<file path="src/rtl/dht11_uart_report.sv">
// dht11_uart_report: formats a DHT11 {temperature, humidity} result as an
// ASCII line "T=ttt H=hhh\r\n" and sends it over an 8N1 UART.
// Optional build macro DHT11_REPORT_ERR_EN: a result of 16'h0000 is reported
// as "ERR\r\n" instead of being formatted.
module dht11_uart_report #(
    parameter int unsigned CLK_FREQ     = 100000000,
    parameter int unsigned BAUD         = 9600,
    parameter int unsigned CLKS_PER_BIT = CLK_FREQ / BAUD
) (
    input  logic        clk,
    input  logic        rst_n,
    input  logic [15:0] data_in,
    input  logic        data_valid,
    output logic        tx,
    output logic        busy,
    output logic        done
);

    localparam int unsigned CNT_W = ($clog2(CLKS_PER_BIT) > 4) ? $clog2(CLKS_PER_BIT) : 4;
    localparam logic [CNT_W-1:0] BIT_LAST  = CNT_W'(CLKS_PER_BIT - 1);
    localparam logic [CNT_W-1:0] CONV_LAST = CNT_W'(7);

    localparam logic [2:0] IDLE    = 3'd0;
    localparam logic [2:0] CONVERT = 3'd1;
    localparam logic [2:0] LOAD    = 3'd2;
    localparam logic [2:0] START   = 3'd3;
    localparam logic [2:0] DATA    = 3'd4;
    localparam logic [2:0] STOP    = 3'd5;

    logic [2:0]       state, state_d;
    logic [CNT_W-1:0] cnt, cnt_d;
    logic [2:0]       bit_idx, bit_d;
    logic [3:0]       byte_idx, byte_d;
    logic [7:0]       shreg, shreg_d;
    logic [7:0]       t_bin, t_bin_d, h_bin, h_bin_d;
    logic [11:0]      t_bcd, t_bcd_d, h_bcd, h_bcd_d;
    logic             tx_d, done_d;
    logic             is_err;
    logic [3:0]       last_idx;

`ifdef DHT11_REPORT_ERR_EN
    logic err_q, err_d;
    assign is_err = err_q;
`else
    assign is_err = 1'b0;
`endif

    assign last_idx = is_err ? 4'd4 : 4'd12;
    assign busy     = (state != IDLE);

    // One double-dabble step: add 3 to every digit >= 5, then shift in the next binary bit
    function automatic logic [11:0] dd_step(input logic [11:0] bcd, input logic bin_msb);
        logic [11:0] a;
        a = bcd;
        for (int i = 0; i < 3; i++) begin
            if (a[i*4 +: 4] >= 4'd5) a[i*4 +: 4] = a[i*4 +: 4] + 4'd3;
        end
        return {a[10:0], bin_msb};
    endfunction

    // Message byte for a given index
    function automatic logic [7:0] msg_byte(input logic [3:0] idx, input logic err,
                                            input logic [11:0] t, input logic [11:0] h);
        logic [7:0] b;
        if (err) begin
            case (idx)
                4'd0:    b = 8'h45;
                4'd1:    b = 8'h52;
                4'd2:    b = 8'h52;
                4'd3:    b = 8'h0D;
                default: b = 8'h0A;
            endcase
        end else begin
            case (idx)
                4'd0:    b = 8'h54;
                4'd1:    b = 8'h3D;
                4'd2:    b = {4'h3, t[11:8]};
                4'd3:    b = {4'h3, t[7:4]};
                4'd4:    b = {4'h3, t[3:0]};
                4'd5:    b = 8'h20;
                4'd6:    b = 8'h48;
                4'd7:    b = 8'h3D;
                4'd8:    b = {4'h3, h[11:8]};
                4'd9:    b = {4'h3, h[7:4]};
                4'd10:   b = {4'h3, h[3:0]};
                4'd11:   b = 8'h0D;
                default: b = 8'h0A;
            endcase
        end
        return b;
    endfunction

    // State register and datapath registers
    always_ff @(posedge clk or negedge rst_n) begin
        if (!rst_n) begin
            state    <= IDLE;
            cnt      <= '0;
            bit_idx  <= '0;
            byte_idx <= '0;
            shreg    <= '0;
            t_bin    <= '0;
            h_bin    <= '0;
            t_bcd    <= '0;
            h_bcd    <= '0;
            tx       <= 1'b1;
            done     <= 1'b0;
`ifdef DHT11_REPORT_ERR_EN
            err_q    <= 1'b0;
`endif
        end else begin
            state    <= state_d;
            cnt      <= cnt_d;
            bit_idx  <= bit_d;
            byte_idx <= byte_d;
            shreg    <= shreg_d;
            t_bin    <= t_bin_d;
            h_bin    <= h_bin_d;
            t_bcd    <= t_bcd_d;
            h_bcd    <= h_bcd_d;
            tx       <= tx_d;
            done     <= done_d;
`ifdef DHT11_REPORT_ERR_EN
            err_q    <= err_d;
`endif
        end
    end

    // Next-state and output logic; tx is registered from the current state so the
    // line lags the state by one clock, and the final LOAD visit closes the line.
    always_comb begin
        state_d = state;
        cnt_d   = cnt;
        bit_d   = bit_idx;
        byte_d  = byte_idx;
        shreg_d = shreg;
        t_bin_d = t_bin;
        h_bin_d = h_bin;
        t_bcd_d = t_bcd;
        h_bcd_d = h_bcd;
        tx_d    = 1'b1;
        done_d  = 1'b0;
`ifdef DHT11_REPORT_ERR_EN
        err_d   = err_q;
`endif
        case (state)
            IDLE: begin
                if (data_valid) begin
                    t_bin_d = data_in[15:8];
                    h_bin_d = data_in[7:0];
                    t_bcd_d = '0;
                    h_bcd_d = '0;
                    byte_d  = '0;
                    cnt_d   = '0;
                    state_d = CONVERT;
`ifdef DHT11_REPORT_ERR_EN
                    err_d   = (data_in == 16'h0000);
`endif
                end
            end
            CONVERT: begin
                t_bcd_d = dd_step(t_bcd, t_bin[7]);
                h_bcd_d = dd_step(h_bcd, h_bin[7]);
                t_bin_d = {t_bin[6:0], 1'b0};
                h_bin_d = {h_bin[6:0], 1'b0};
                cnt_d   = cnt + CNT_W'(1);
                if (cnt == CONV_LAST) begin
                    cnt_d   = '0;
                    state_d = LOAD;
                end
            end
            LOAD: begin
                cnt_d = '0;
                if (byte_idx > last_idx) begin
                    state_d = IDLE;
                    done_d  = 1'b1;
                end else begin
                    shreg_d = msg_byte(byte_idx, is_err, t_bcd, h_bcd);
                    state_d = START;
                end
            end
            START: begin
                tx_d  = 1'b0;
                cnt_d = cnt + CNT_W'(1);
                if (cnt == BIT_LAST) begin
                    cnt_d   = '0;
                    bit_d   = '0;
                    state_d = DATA;
                end
            end
            DATA: begin
                tx_d  = shreg[0];
                cnt_d = cnt + CNT_W'(1);
                if (cnt == BIT_LAST) begin
                    cnt_d   = '0;
                    shreg_d = {1'b0, shreg[7:1]};
                    bit_d   = bit_idx + 3'd1;
                    if (bit_idx == 3'd7) state_d = STOP;
                end
            end
            STOP: begin
                cnt_d = cnt + CNT_W'(1);
                if (cnt == BIT_LAST) begin
                    cnt_d   = '0;
                    byte_d  = byte_idx + 4'd1;
                    state_d = LOAD;
                end
            end
            default: state_d = IDLE;
        endcase
    end

endmodule

</file>
<file path="config.mk">
export PLATFORM = sky130hd
export DESIGN_NAME = dht11_uart_report
export DESIGN_NICKNAME = d
export VERILOG_FILES = /design/src/rtl/dht11_uart_report.sv
export SDC_FILE = /design/constraint.sdc
export NUM_CORES = 1
export LEC_CHECK = 0
export ABC_AREA = 1
export CAP_MARGIN = 20
export CORE_MARGIN = 2
export CORE_UTILIZATION = 50
export CTS_CLUSTER_SIZE = 14
export DETAILED_ROUTE_END_ITERATION = 6
export PLACE_DENSITY = 0.71
export SYNTH_ARGS = -nofsm -noshare
export SYNTH_HDL_FRONTEND = slang
export SYNTH_SLANG_ARGS = --single-unit
</file>
<file path="constraint.sdc">
create_clock -name clk -period 1.65 [get_ports clk]
set_clock_uncertainty 0.05 [all_clocks]
set_input_delay 0.495 -clock clk [delete_from_list [all_inputs] [get_ports clk]]
set_output_delay 0.495 -clock clk [all_outputs]
set_load 0.02 [all_outputs]
</file>
==> flow_summary.json <==
{
  "cts_tree": "built",
  "place_ws_ps": -175,
  "utilization_pct": 64.1,
  "num_antenna_cells": 0,
  "yosysMostFrequentCell": "nand2_1",
  "grt_pass1_wl_mm": 18.1,
  "violations": "negative setup slack",
  "drt_iter0_markers": 244,
  "syn-cell-area_sq_um": 4380,
  "cp_slowest_cell": "dfrtp_1",
  "gp_congestion": 0.903,
  "start_kind": "flip-flop",
  "synth.top_cell.area_share_pct": 41.1,
  "num_rows": 34,
  "synthFlopType": "dfrtp_1",
  "gr-total-overflow": 0,
  "synth_area_leader_cell": "dfrtp_1",
  "wl_per_cell_microns": 13.8,
  "antenna_found_initial": 0,
  "end_kind": "output port",
  "synth_commonest_cells": "nand2_1, dfrtp_1, nor2_1",
  "grt_max_degree": 74,
  "rr_startpoint": "state[2]",
  "grt_pass1_vias": 3992,
  "die_x_microns": 97.6,
  "grt_use_total_pct": 22.9,
  "hp-class": "input pin to asynchronous set/reset pin",
  "max_freq_mhz": 580,
  "rsz0062_at_grt": "true",
  "reg2regPathDepth": 9,
  "critPathKind": "flip-flop to output port",
  "ff2ff_setup_slack_ps": 40,
  "syn_nets": 622,
  "irDropWorstVdd_mv": 1.10,
  "worst_pin_slew_ps": 411,
  "arrival_ps": 1180,
  "initial_core_util_pct": 51.0,
  "dieArea_sq_um": 9530,
  "cellLeakagePower_uw": 0.00258,
  "cts_buffer_depth": 2,
  "yosys.cell_types.count": 33,
  "totalPowerFinal_uw": 8550,
  "synth_seq_area_share_pct": 41.7,
  "hold_slack_ps": 83.1,
  "period_share_pct": 105,
  "via_count": 4124,
  "setup-violations-final": 1,
  "crit_buf_inv": 3,
  "io_pins": 22,
  "numCtsBuffers": 9,
  "synthTopCellsByArea": "dfrtp_1, nand2_1, nor2_1",
  "routed_via_density": 5.38,
  "fp.coreArea_sq_um": 8590,
  "power_density_nw_per_um2": 1550,
  "synth_edf_count": 0,
  "drcViolationCount": 0,
  "area_growth_syn_to_layout_pct": 25.8,
  "drv_slew": 0,
  "dp_cells": 739,
  "final_nets": 692,
  "clock_latency_ps": 350,
  "synthCells": 584,
  "maxSlewHeadroom_pct": 72.6,
  "holdBufCountCts": 0,
  "r2r-end": "state[2]",
  "first_pass_iters": 5,
  "fin_cells": 767,
  "drive_gt1_share_pct": 20.8,
  "synth_area_per_cell_sq_um": 7.50,
  "drv_cap": 0,
  "final-hold-violation-count": 0,
  "path_cells": "inv_2 > nand2_4 > nor2_4 > inv_2 > buf_6",
  "period_needed_ps": 1720,
  "slowest_delay_ps": 400,
  "status": "complete, but fails checks",
  "ant_nets": 0,
  "port-buffer-count": 21,
  "htree_num_levels": 3,
  "clk_pin_slew_worst_paths_ps": 90,
  "fp.dieH_microns": 97.6,
  "required_ps": 1100,
  "cp_top_family": "flip-flops",
  "yosys_warnings": 0,
  "async_flop_share_pct": 100,
  "timing.final.ws_setup_ps": -74.4,
  "cp_max_fo": 2,
  "drt-total-wl_mm": 10.6,
  "clock_sinks": 73,
  "ys_seq_elements": 73,
  "cts-root-buf": "clkbuf_8",
  "critical_path.most_common_cell": "inv_2",
  "hpwl_mm": 7.41
}
## cells in the final DEF (no fill, tap or decap), types with 17 or more instances in the layout
master             n
inv_1             60
nand3_1           47
o22ai_1           19
nand2_1          119
dfrtp_1           69
o21ai_1           20
clkdlybuf4s50_1   17
buf_4             46
nor2_1            66
o21ai_0           39
## final cells by class
cell class                 instances  area [sq um]
multi-input combinational        424          2350
tap                              108           135
timing repair inverter             1          5.00
clock buffer                      10           128
clock inverter                     6           115
fill                             759          3080
sequential                        73          1830
inverter                          73           282
timing repair buffer              72           662
## report_power, final
part | switching [uW] | total (uW) | internal (uW)
sequential | 427 | 2760 | 2330
clock | 708 | 1720 | 1010
combinational | 2360 | 4070 | 1710
## sequential cells by signal, indices dropped and copies added, names as in the netlist
register / count
cnt: 14
h_bcd: 12
t_bcd: 12
h_bin: 8
t_bin: 8
shreg: 7
byte_idx: 4
bit_idx: 3
state: 3
done: 1
tx: 1
## worst register-to-register path, cell delays in order (launching register included)
cell,delay (ps)
dfrtp_1,410
buf_4,180
inv_2,80
nand3_1,130
nand2_1,110
o21ai_2,220
nand2_4,110
inv_2,120
nand3_1,80
nand2_1,60
## logic make-up (layout without fill, tap and decap cells)
family	count (synthesis)	count (layout)	share of synthesized area (%)
compound gates	119	119	15.2
xor+xnor	11	11	2.20
fa+ha+maj	19	19	5.43
buf+inv	87	162	8.43
flops	73	73	41.7
simple gates	275	275	27.0
## stage by stage
step                area, sq um  TNS [ps]
floorplan                  4380         0
global placement           4970     -1680
detailed placement         4970     -2810
CTS                        5210      -106
global route               5510      -601
finish                     5510     -74.4
## how the worst max path moves through the flow
stage,end,cells after the start,slack [ps],from
after floorplan,shreg[2],9,80,byte_idx[0]
after global placement,cnt[4],8,-100,data_valid
after detailed placement,state[0],8,-170,data_valid
after CTS,busy,5,-110,state[1]
after global routing,busy,5,-120,state[1]
final,busy,5,-70,state[1]
## per-layer routing
layer	vias up	GRT usage [%]	wire, microns
li1	2056	-	-
met5	-	0	0
met2	121	36.7	5100
met3	13	2.59	576
met1	1934	32.7	4790
met4	0	7.48	133
## repair_timing
action                                  4_1_cts  5_1_grt
pin swaps                                     0        8
endpoints found under the setup margin        6       41
buffers inserted                              0        8
gates resized for setup                      13       64
endpoints found under the hold margin         0        0
gates cloned                                  0        4
Note: power is estimated with default switching activity, not from simulation.
